**config.mk**
```make
export PLATFORM = sky130hd
export DESIGN_NAME = rx_byte_assembler
export DESIGN_NICKNAME = d
export VERILOG_FILES = /design/src/rtl/rx_byte_assembler.sv
export SDC_FILE = /design/constraint.sdc
export NUM_CORES = 1
export LEC_CHECK = 0
export ABC_AREA = 1
export CAP_MARGIN = 15
export CORE_ASPECT_RATIO = 1.75
export CORE_MARGIN = 3
export CORE_UTILIZATION = 55
export DETAILED_ROUTE_END_ITERATION = 16
export PLACE_DENSITY = 0.84
export SYNTH_ARGS = -nofsm -noshare
export SYNTH_HDL_FRONTEND = slang
export SYNTH_SLANG_ARGS = --single-unit
```
**constraint.sdc**
```tcl
create_clock -name clk -period 4.65 [get_ports clk]
set_clock_uncertainty 0.15 [all_clocks]
set_input_delay 1.395 -clock clk [delete_from_list [all_inputs] [get_ports clk]]
set_output_delay 1.395 -clock clk [all_outputs]
set_load 0.02 [all_outputs]
```
**src/rtl/rx_byte_assembler.sv**
```systemverilog
// Byte assembler for the ISO 14443A receive path: groups decoded bits into
// LSB-first bytes, checks/strips odd parity and reports partial last bytes.
module rx_byte_assembler #(
  parameter bit CHECK_PARITY = 1'b1
) (
  input  logic       clk,
  input  logic       rst_n,
  input  logic       in_soc,
  input  logic       in_eoc,
  input  logic       in_error,
  input  logic       in_data_valid,
  input  logic       in_data,
  output logic       out_soc,
  output logic       out_eoc,
  output logic       out_error,
  output logic       out_data_valid,
  output logic [7:0] out_data,
  output logic [2:0] out_data_bits
);

  typedef enum logic [1:0] {IDLE, RX, DROP} state_t;

  state_t      state, state_nxt;
  logic [3:0]  cnt, cnt_nxt;
  logic [7:0]  shift, shift_nxt;
  logic        soc_nxt, eoc_nxt, error_nxt, dv_nxt;
  logic [7:0]  data_nxt;
  logic [2:0]  bits_nxt;

  always_ff @(posedge clk or negedge rst_n) begin
    if (!rst_n) begin
      state          <= IDLE;
      cnt            <= 4'd0;
      shift          <= 8'd0;
      out_soc        <= 1'b0;
      out_eoc        <= 1'b0;
      out_error      <= 1'b0;
      out_data_valid <= 1'b0;
      out_data       <= 8'd0;
      out_data_bits  <= 3'd0;
    end else begin
      state          <= state_nxt;
      cnt            <= cnt_nxt;
      shift          <= shift_nxt;
      out_soc        <= soc_nxt;
      out_eoc        <= eoc_nxt;
      out_error      <= error_nxt;
      out_data_valid <= dv_nxt;
      out_data       <= data_nxt;
      out_data_bits  <= bits_nxt;
    end
  end

  always_comb begin
    state_nxt = state;
    cnt_nxt   = cnt;
    shift_nxt = shift;
    soc_nxt   = 1'b0;
    eoc_nxt   = 1'b0;
    error_nxt = 1'b0;
    dv_nxt    = 1'b0;
    data_nxt  = out_data;
    bits_nxt  = out_data_bits;

    if (in_soc) begin
      soc_nxt   = 1'b1;
      cnt_nxt   = 4'd0;
      shift_nxt = 8'd0;
      state_nxt = RX;
    end else begin
      case (state)
        RX: begin
          if (in_error) begin
            error_nxt = 1'b1;
            state_nxt = DROP;
          end else if (in_eoc) begin
            eoc_nxt   = 1'b1;
            if (cnt == 4'd8) begin
              error_nxt = 1'b1;
            end else if (cnt != 4'd0) begin
              dv_nxt   = 1'b1;
              data_nxt = shift;
              bits_nxt = cnt[2:0];
            end
            cnt_nxt   = 4'd0;
            shift_nxt = 8'd0;
            state_nxt = IDLE;
          end else if (in_data_valid) begin
            // Shift is cleared at every byte boundary so a partial last
            // byte always reports its unused upper bits as zero.
            if (CHECK_PARITY && cnt == 4'd8) begin
              if ((^shift) ^ in_data) begin
                dv_nxt   = 1'b1;
                data_nxt = shift;
                bits_nxt = 3'd0;
              end else begin
                error_nxt = 1'b1;
                state_nxt = DROP;
              end
              cnt_nxt   = 4'd0;
              shift_nxt = 8'd0;
            end else if (!CHECK_PARITY && cnt == 4'd7) begin
              dv_nxt    = 1'b1;
              data_nxt  = {in_data, shift[6:0]};
              bits_nxt  = 3'd0;
              cnt_nxt   = 4'd0;
              shift_nxt = 8'd0;
            end else begin
              shift_nxt[cnt[2:0]] = in_data;
              cnt_nxt             = cnt + 4'd1;
            end
          end
        end
        DROP: begin
          if (in_eoc) state_nxt = IDLE;
        end
        default: begin
        end
      endcase
    end
  end

endmodule

```
==> results of run 1 <==
[metal layers]
layer / global-route usage, % / up-vias
li1: - / 669
met3: 6.699 / 7
met2: 39.66 / 36
met5: 0 / -
met1: 25.04 / 635
met4: 11.40 / 0
[worst paths after layout]
path / to / start / slack, ps / cells after the start
worst max-delay path: out_data[1]$_DFFE_PN0P_ / in_soc / 1460 / 7
worst min-delay path: state[0]$_DFFE_PN0P_ / state[0]$_DFFE_PN0P_ / 340 / 2
worst max register to register: out_data[1]$_DFFE_PN0P_ / cnt[1]$_DFFE_PN0P_ / 2330 / 7
worst min register to register: state[0]$_DFFE_PN0P_ / state[0]$_DFFE_PN0P_ / 340 / 2
max in group asynchronous: out_data_bits[0]$_DFFE_PN0P_ / rst_n / 2740 / 2
min in group asynchronous: shift[6]$_DFFE_PN0P_ / rst_n / 1350 / 2
[per-stage QoR]
step / total power, mW / hold WS (ps)
after CTS: 0.5825 / 341.6
after detailed placement: 0.3539 / 325.5
after global routing: 0.6039 / 380.8
after global placement: 0.3504 / 308.3
after floorplan: 0.3206 / 291.9
final: 0.5799 / 336.5
[sequential cells by signal (all words and copies together), names as in the netlist]
signal          flops
out_data            8
out_data_bits       3
out_eoc             1
shift               8
state               2
out_error           1
out_data_valid      1
cnt                 4
out_soc             1
[worst register-to-register path: stages, from the launching register on]
cell and delay [ps]:
dfrtp_1 470, inv_1 160, ha_1 180, inv_1 60
o21ai_1 650, nand2_2 310, nand2_1 150, nand2_1 60
[cells in the final DEF (no fill, tap or decap), types with 2 or more instances in the layout]
master            n
a21oi_1           9
clkbuf_8          7
clkdlybuf4s50_1  21
dfrtp_1          29
ha_1              2
inv_1            28
nand2_1          65
nand2_2           2
nand3_1          20
nand3_2           2
nand4_1           3
nor2_1           14
nor2_2            2
nor3_1            2
o21ai_0           7
[layout make-up]
cell class	count	area (µm²)	share of cell area, %
Clock buffer	7	96.34	5.285
Inverter	29	108.9	5.971
Clock inverter	1	5.005	0.2745
Tap cell	26	32.53	1.784
Timing Repair Buffer	22	217.7	11.94
Multi-Input combinational cell	136	636.9	34.93
Sequential cell	29	725.7	39.81
[cells by family (layout without fill, tap and decap cells)]
kind of cell	Yosys count	count (layout)	synth area share (%)
buf+inv	32	59	8.870
fa+ha+maj	2	2	1.673
mux	1	1	0.6695
flops	29	29	48.54
xor+xnor	1	1	0.5859
compound gates	20	20	7.113
simple gates	112	112	32.55
[power by group]
part	internal, mW	switching [mW]	total [mW]
logic	0.0283	0.0492	0.0775
registers	0.263	0.00920	0.272
clock network	0.134	0.0970	0.231
total	0.425	0.155	0.580
==> impl_results.md, run 1 <==
- Status: finished clean
- Wire per inst: 12.98 µm
- Total core area: 0.002552 mm²
- Synth top area share: about half
- Largest net degree at the start of global routing: 30
- DRC Markers: 0
- Vias in the first global route: about 1300
- Hpwl dp: 2414 µm
- Full die area: 0.003405 mm²
- Clock Latency Late Sink: 290 ps
- Vias per inst: about 5.4
- Post-Place Cells: 242
- Worst-case vdd ir drop: 0.2730 mV
- CTS Buffer Depth: 2
- CTS tree: done
- Iteration-0 DRC Markers: 27
- Syn avg cell area: about 7.6 µm²
- # setup viols final: 0
- Top cell by count, worst path: nand2_1
- Initial antenna violation count: 0
- Post-route ant nets: 0
- Slew @ Worst Pin: 832.5 ps
- Cell Rows: 24
- PostCTS Resize Cnt: 0
- Synth cell types: 25
- Unrepaired setup endpoints after global routing: false
- Post-Layout Inst Area: about 0.0018 mm²
- Buffers on Ports: 21
- Final non-filler cell total: 250
- CP Class: primary input to register
- Filler cells: 209
- Kind of cell adding the most delay to the critical path: simple AND/OR/NAND/NOR gates
- Area of placed instances: 0.001722 mm²
- Worst Path Max Fanout: 12
- Hold buffer count at CTS: 0
- H-tree Lvls: 2
- Post-synth EDFFs: 0
- Synthesis-stage register bit count: 29
- WL met1: 1248 µm
- CP Capture Type: register
- Global route total overflow: 0
- Ant. Diodes: 0
- CP max stage cell: clkdlybuf4s50_1
- Top Layer Used: met4
- Static leakage: 0.9554 nW
- Syn_nets: 206
- HP Class: register to register
- Slew HR: 44.12%
- Post-layout nets: 232
- Biggest area consumer among synthesized cells: dfrtp_1
- Ys async rst share: 100.0%
- CTS Root Cell: clkbuf_8
- Global placement routability congestion: 0.8320
- Mapped Area: 0.001495 mm²
- Max-capacitance violation count: 0
- Die H: ~75 µm
- Chip Width: between 40 and 50 µm
- Pre-CTS WS: 1217 ps
- Worst endpoint required time: ~4700 ps
- Synth-to-layout area growth: 21.92%
- Final hold violation count: 0
- # clock sinks: 29
- Setup bufs post-CTS: 0
- CP Launch Type: primary input
- CTS Buf Count: 5
- Cell area power density: 318.1 mW/mm²
- Met3 Routed Length: 133 µm
- Cells after synthesis: a little under 200
- Peak Freq: between 300 and 400 MHz
- Layout cell share with drive strength beyond 1: 7.589%
- Most common cell in the netlist: nand2_1
- First-pass GRT wire length: between 5000 and 6000 µm
- Critical path arrival: 3210 ps
- I/O pin cnt: 22
- YS warnings: 0
- Met2 wire len: 1801 µm
- Seq/Total Area, Yosys: 48.54%
- Global-route usage over all layers: 23.14%
- Fin crit share: roughly two thirds
- DR pass1 iterations: 4
- Max incr delay on CP: around 590 ps
- Clock transition at path regs: ~70 ps
- Primary FF master, synth: dfrtp_1
- Starting density of the core: 58.58%
- Slew Limit Fails: 0
- Vias: approximately 1300
- Detailed Route WL: 3246 µm
- Final worst setup slack: 1458 ps
- Synth cell count leaders: 65 x nand2_1, 29 x dfrtp_1, 28 x inv_1
- CP Cell Sequence: clkdlybuf4s50_1, nor2_1, and3_1, o21ai_1, nand2_2, nand2_1, nand2_1
- Final min period: ~3200 ps
- Final core occ: a little under three quarters
- Setup_tns: 0 ps
- Ranking of synthesized cells by area: dfrtp_1 49%, nand2_1 16%, inv_1 7.0%, nand3_1 6.7%, nor2_1 3.5%
- Critical path buffers and inverters: 1
No activity file was read; power rests on OpenSTA's default activity.
==> inputs of run 2 (changes only) <==
--- a/config.mk
+++ b/config.mk
@@ -9,9 +9,9 @@
 export CAP_MARGIN = 15
 export CORE_ASPECT_RATIO = 1.75
 export CORE_MARGIN = 3
-export CORE_UTILIZATION = 55
+export CORE_UTILIZATION = 53
 export DETAILED_ROUTE_END_ITERATION = 16
-export PLACE_DENSITY = 0.84
+export PLACE_DENSITY = 0.81
 export SYNTH_ARGS = -nofsm -noshare
 export SYNTH_HDL_FRONTEND = slang
 export SYNTH_SLANG_ARGS = --single-unit
==> constraint.sdc (replaced) <==
create_clock -name clk -period 3.3 [get_ports clk]
set_clock_uncertainty 0.15 [all_clocks]
set_input_delay 0.99 -clock clk [delete_from_list [all_inputs] [get_ports clk]]
set_output_delay 0.99 -clock clk [all_outputs]
set_load 0.02 [all_outputs]
==> run 2 against run 1 <==
Utilization hardly changed. Setup slack got worse by 860 ps. Cell count is 0.40% higher. Critical endpoint is now out_data[3]$_DFFE_PN0P_. Largest cell class unchanged. Flip-flop and latch count unchanged. Power up 50%. Hold slack lost 9.6 ps. Highest routed layer unchanged. Sequential share of layout area shrank 0.49 points. Cell area is 1.2% higher. Clock power increased by 63%. Critical path type unchanged.
==> impl_results.md, run 2 (synthesized netlist as in run 1, its figures left out) <==
- Switching part of the total: 24.47%
- Sequential Power Share: roughly 44%
- Setup_tns: 0 ps
- Layout cell share with drive strength beyond 1: 7.556%
- I/O pin cnt: 22
- DRC Markers: 0
- Global placement routability congestion: 0.8767
- Worst flop-to-flop path endpoint: out_data[3]$_DFFE_PN0P_
- Worst Path Max Fanout: 12
- Initial antenna violation count: 0
- CTS Buf Count: 5
- Global-route usage over all layers: 22.30%
- Hold path start: state[0]$_DFFE_PN0P_
- R2r startpoint: cnt[1]$_DFFE_PN0P_
- Clock transition at path regs: ~70 ps
- Post-layout nets: 233
- Top Layer Used: met4
- Slew Limit Fails: 0
- Detailed Route WL: 3317 µm
- Hold WS: about 330 ps
- Global route total overflow: 0
- Wire per inst: 13.22 µm
- Max-capacitance violation count: 0
- CP max stage cell: clkdlybuf4s50_1
- Vias: around 1300
- Final hold violation count: 0
- Post-route ant nets: 0
- Clock Latency Late Sink: 280 ps
- Largest net degree at the start of global routing: 30
- Top flop regs: out_data (8), shift (8), cnt (4)
- WL met1: 1200 µm
- Internal Pwr Total: between 600 and 700 µW
- Starting density of the core: 57.90%
- Full die area: 0.003520 mm²
- Slew @ Worst Pin: 423.8 ps
- R2R Setup Slk: 1230 ps
- Vias per inst: about 5.3
- H-tree Lvls: 2
- R2r worst-path depth: 10
- Worst endpoint required time: 3370 ps
- Area of placed instances: 0.001729 mm²
- CP Capture Type: register
- Iteration-0 DRC Markers: 38
- DR pass1 iterations: 4
- Unrepaired setup endpoints after global routing: false
- CTS tree: done
- Max incr delay on CP: 520 ps
- Combinational Power Share: between 10% and 20%
- Worst-case vdd ir drop: approximately 0.43 mV
- Min-Delay Path Depth: 2
- Met3 Routed Length: roughly 170 µm
- Clock power frac: 43.4%
- Final non-filler cell total: ~250
- WHS Endpoint: state[0]$_DFFE_PN0P_
- Die H: ~76 µm
- Cell area power density: 470.6 mW/mm²
- Met2 wire len: 1821 µm
- HP Class: register to register
- CTS Root Cell: clkbuf_8
- PostCTS Resize Cnt: 0
- Slew HR: 71.55%
- NetSw: 212.5 µW
- Critical path arrival: 2770 ps
- CP Launch Type: primary input
- Hold buffer count at CTS: 0
- Status: finished clean
- Hpwl dp: 2505 µm
- Post-Layout Inst Area: 0.001846 mm²
- Total core area: around 0.0026 mm²
- Ant. Diodes: 0
- Chip Width: 46.15 µm
- CP Cell Sequence: clkdlybuf4s50_1, nor2_1, inv_1, nor2_1, nand3_2, nand2_2, nand2_1, nand2_1
- Most frequent cells in the layout: 65 x nand2_1, 29 x dfrtp_1, 28 x inv_1
- Final min period: 2705 ps
- Buffers on Ports: 21
- Fin crit share: 81.98%
- # setup viols final: 0
- Cell Rows: 24
- Static leakage: around 0.96 nW
- Synth-to-layout area growth: 23.43%
- Filler cells: 215
- Vias in the first global route: about 1300
- CTS Buffer Depth: 2
- Peak Freq: 369.7 MHz
- Post-Place Cells: 243
- First-pass GRT wire length: 5809 µm
- CP Class: primary input to register
- # clock sinks: 29
- Most common cell after layout, fill and taps aside: nand2_1
- Setup bufs post-CTS: 0
-- run 2: cell count changes in the layout (fill, tap and decap cells not counted) --
cell and change:
buf_4 +1, bufinv_16 +1, clkbuf_8 -1, clkbuf_1 +1, clkinv_2 -1
-- run 2: how the worst max path moves through the flow --
stage                  start                 endpoint  slack [ps]
global placement      in_eoc  out_data[0]$_DFFE_PN0P_         400
detailed placement    in_eoc  out_data[3]$_DFFE_PN0P_         340
CTS                   in_soc  out_data[3]$_DFFE_PN0P_         580
finish                in_soc  out_data[3]$_DFFE_PN0P_         590
global route          in_soc  out_data[3]$_DFFE_PN0P_         450
floorplan           in_error     shift[5]$_DFFE_PN0P_        1250
-- run 2: power groups by stage --
| stage | Combinational (mW) | Clock [mW] | Sequential, mW |
|---|---|---|---|
| after global placement | 0.105 | 0 | 0.389 |
| after detailed placement | 0.108 | 0 | 0.389 |
| after floorplan | 0.0575 | 0 | 0.394 |
| after CTS | 0.108 | 0.382 | 0.383 |
| final | 0.108 | 0.377 | 0.383 |
| after global routing | 0.122 | 0.405 | 0.385 |
-- run 2: metrics by stage --
step / setup WS (ps) / utilization [%] / power (mW)
final: 594.8 / 71.46 / 0.8684
after detailed placement: 339.2 / 66.96 / 0.4973
after global placement: 402.2 / 66.96 / 0.4935
after floorplan: 1251 / - / 0.4518
after global routing: 448.7 / 71.46 / 0.9114
after CTS: 581.1 / 71.46 / 0.8739
-- run 2: worst max-delay path, delay by kind of cell --
| family | cells | cell delay, ps |
|---|---|---|
| buffers and inverters | 2 | 600 |
| AND/OR/NAND/NOR | 6 | 1180 |
-- run 2: routing by layer --
metal	vias up	global-route usage, %
met5	-	0
met4	0	11.40
met3	13	6.619
met2	40	37.02
met1	603	23.86
li1	671	-
-- run 2: layout make-up --
| class | instances | area, µm² | area share [%] |
|---|---|---|---|
| Clock buffer | 7 | 86.33 | 4.678 |
| Clock inverter | 1 | 30.03 | 1.627 |
| Inverter | 29 | 108.9 | 5.898 |
| Multi-Input combinational cell | 136 | 636.9 | 34.51 |
| Sequential cell | 29 | 725.7 | 39.32 |
| Tap cell | 26 | 32.53 | 1.763 |
| Timing Repair Buffer | 23 | 225.2 | 12.20 |
==> inputs of run 3 (changes only) <==
==> constraint.sdc (replaced) <==
create_clock -name clk -period 2.7 [get_ports clk]
set_clock_uncertainty 0.15 [all_clocks]
set_input_delay 0.81 -clock clk [delete_from_list [all_inputs] [get_ports clk]]
set_output_delay 0.81 -clock clk [all_outputs]
set_load 0.02 [all_outputs]
==> run 3 against run 2 <==
Critical path depth did not move. Critical path type unchanged. Cell count grew 0.80%. Highest routed layer unchanged. Flip-flop and latch count stayed put.
==> impl_results.md, run 3 (synthesized netlist as in run 1, its figures left out) <==
- Status: finished clean
- Unrepaired setup endpoints after global routing: false
- Final min period: approximately 2400 ps
- Filler cells: 195
- Setup_tns: 0 ps
- CP Class: primary input to register
- Max-capacitance violation count: 0
- Hpwl dp: 2517 µm
- Top cell by count, worst path: nor2_1
- CP max stage cell: clkdlybuf4s50_1
- Post-route ant nets: 0
- Largest net degree at the start of global routing: 30
- Synth-to-layout area growth: 23.43%
- H-tree Lvls: 2
- Slew @ Worst Pin: 353.7 ps
- Global route total overflow: 0
- Wire per inst: about 14 µm
- Worst Path Max Fanout: 8
- Chip Width: 46.15 µm
- Cell area power density: around 540 mW/mm²
- Final hold violation count: 0
- Max incr delay on CP: just over 600 ps
- Hold buffer count at CTS: 0
- CP Launch Type: primary input
- # clock sinks: 29
- Kind of cell adding the most delay to the critical path: buffers and inverters
- Vias in the first global route: approximately 1400
- CP Cell Sequence: clkdlybuf4s50_1, nor2_1, nor2_1, nor2_2, nor2_1, inv_1, nand3_1, o21ai_0
- Slew HR: 76.42%
- Area of placed instances: 0.001744 mm²
- Vias per inst: 5.364
- Buffers on Ports: 21
- Clock Latency Late Sink: 290 ps
- Worst endpoint required time: 2700 ps
- Starting density of the core: 57.90%
- CTS tree: done
- Top flop regs: out_data (8), shift (8), cnt (4)
- Post-layout nets: around 240
- Global placement routability congestion: roughly 0.9
- CTS Buffer Depth: 2
- Most common cell after layout, fill and taps aside: nand2_1
- Clock transition at path regs: roughly 60 ps
- DR pass1 iterations: 4
- Detailed Route WL: 3441 µm
- Global-route usage over all layers: 23.15%
- DRC Markers: 0
- Iteration-0 DRC Markers: 34
- Worst-case vdd ir drop: 0.4185 mV
- Die H: 76.27 µm
- Fin crit share: 89.17%
- Cell Rows: 24
- Static leakage: 0.9685 nW
- HP Class: register to register
- First-pass GRT wire length: between 5000 and 6000 µm
- Critical path buffers and inverters: 2
- Most frequent cells in the layout: 65 x nand2_1, 29 x dfrtp_1, 28 x inv_1
- PostCTS Resize Cnt: 0
- Ant. Diodes: 0
- Setup bufs post-CTS: 0
- Initial antenna violation count: 0
- Full die area: 0.003520 mm²
- CTS Buf Count: 5
- Layout cell share with drive strength beyond 1: 8.811%
- Total core area: 0.002582 mm²
- CP Capture Type: register
- Post-Layout Inst Area: 0.001846 mm²
- CTS Root Cell: clkbuf_8
- Vias: 1357
- I/O pin cnt: 22
- Peak Freq: 415.4 MHz
- Slew Limit Fails: 0
- Critical path arrival: 2410 ps
- # setup viols final: 0
## run 3: stage by stage
step           hold WS [ps]  std cells  util (%)  worst slack, ps  total power, mW
6_report              352.9        253     71.46            292.5            1.001
3_3_place_gp          311.9        245     67.54            202.0           0.6036
3_5_place_dp          325.8        245     67.54            74.54           0.6099
5_1_grt               374.0        253     71.46            152.1            1.048
2_1_floorplan         291.9        197         -            831.1           0.5522
4_1_cts               360.3        253     71.46            349.3            1.012
## run 3: per-layer routing
| metal | wire [µm] | vias up | track usage, % | share of wire [%] |
|---|---|---|---|---|
| met3 | 125 | 17 | 6.147 | 3.6 |
| met1 | 1238 | 622 | 22.78 | 36 |
| met4 | 147 | 0 | 14.81 | 4.3 |
| met2 | 1929 | 37 | 39.23 | 56 |
| li1 | - | 681 | - | - |
| met5 | 0 | - | 0 | 0 |
## run 3: final timing paths
| path | cells past startpoint | startpoint | slack, ps | endpoint |
|---|---|---|---|---|
| max | 8 | in_eoc | 290 | shift[7]$_DFFE_PN0P_ |
| min | 2 | out_data[4]$_DFFE_PN0P_ | 350 | out_data[4]$_DFFE_PN0P_ |
| max reg2reg | 9 | cnt[1]$_DFFE_PN0P_ | 610 | shift[7]$_DFFE_PN0P_ |
| min reg2reg | 2 | out_data[4]$_DFFE_PN0P_ | 350 | out_data[4]$_DFFE_PN0P_ |
| max in group asynchronous | 2 | rst_n | 1380 | out_data[5]$_DFFE_PN0P_ |
| min in group asynchronous | 2 | rst_n | 760 | cnt[1]$_DFFE_PN0P_ |
## run 3: power by group
| group | switching [mW] | leakage [nW] | internal [mW] |
|---|---|---|---|
| logic | 0.0848 | 0.518 | 0.0501 |
| clock network | 0.168 | 0.0542 | 0.230 |
| registers | 0.0161 | 0.396 | 0.452 |
| total | 0.269 | 0.968 | 0.732 |
## run 3: final cells by class
| class | instances | area [µm²] | area share, % |
|---|---|---|---|
| Tap cell | 26 | 32.53 | 1.763 |
| Timing Repair Buffer | 25 | 240.2 | 13.02 |
| Inverter | 29 | 108.9 | 5.898 |
| Sequential cell | 29 | 725.7 | 39.32 |
| Clock buffer | 7 | 96.34 | 5.220 |
| Multi-Input combinational cell | 136 | 636.9 | 34.51 |
| Clock inverter | 1 | 5.005 | 0.2712 |
## run 3: worst min-delay path: stages (launching register included)
cell and delay [ps]:
dfrtp_1 340, nand3_1 70, nand2_1 60
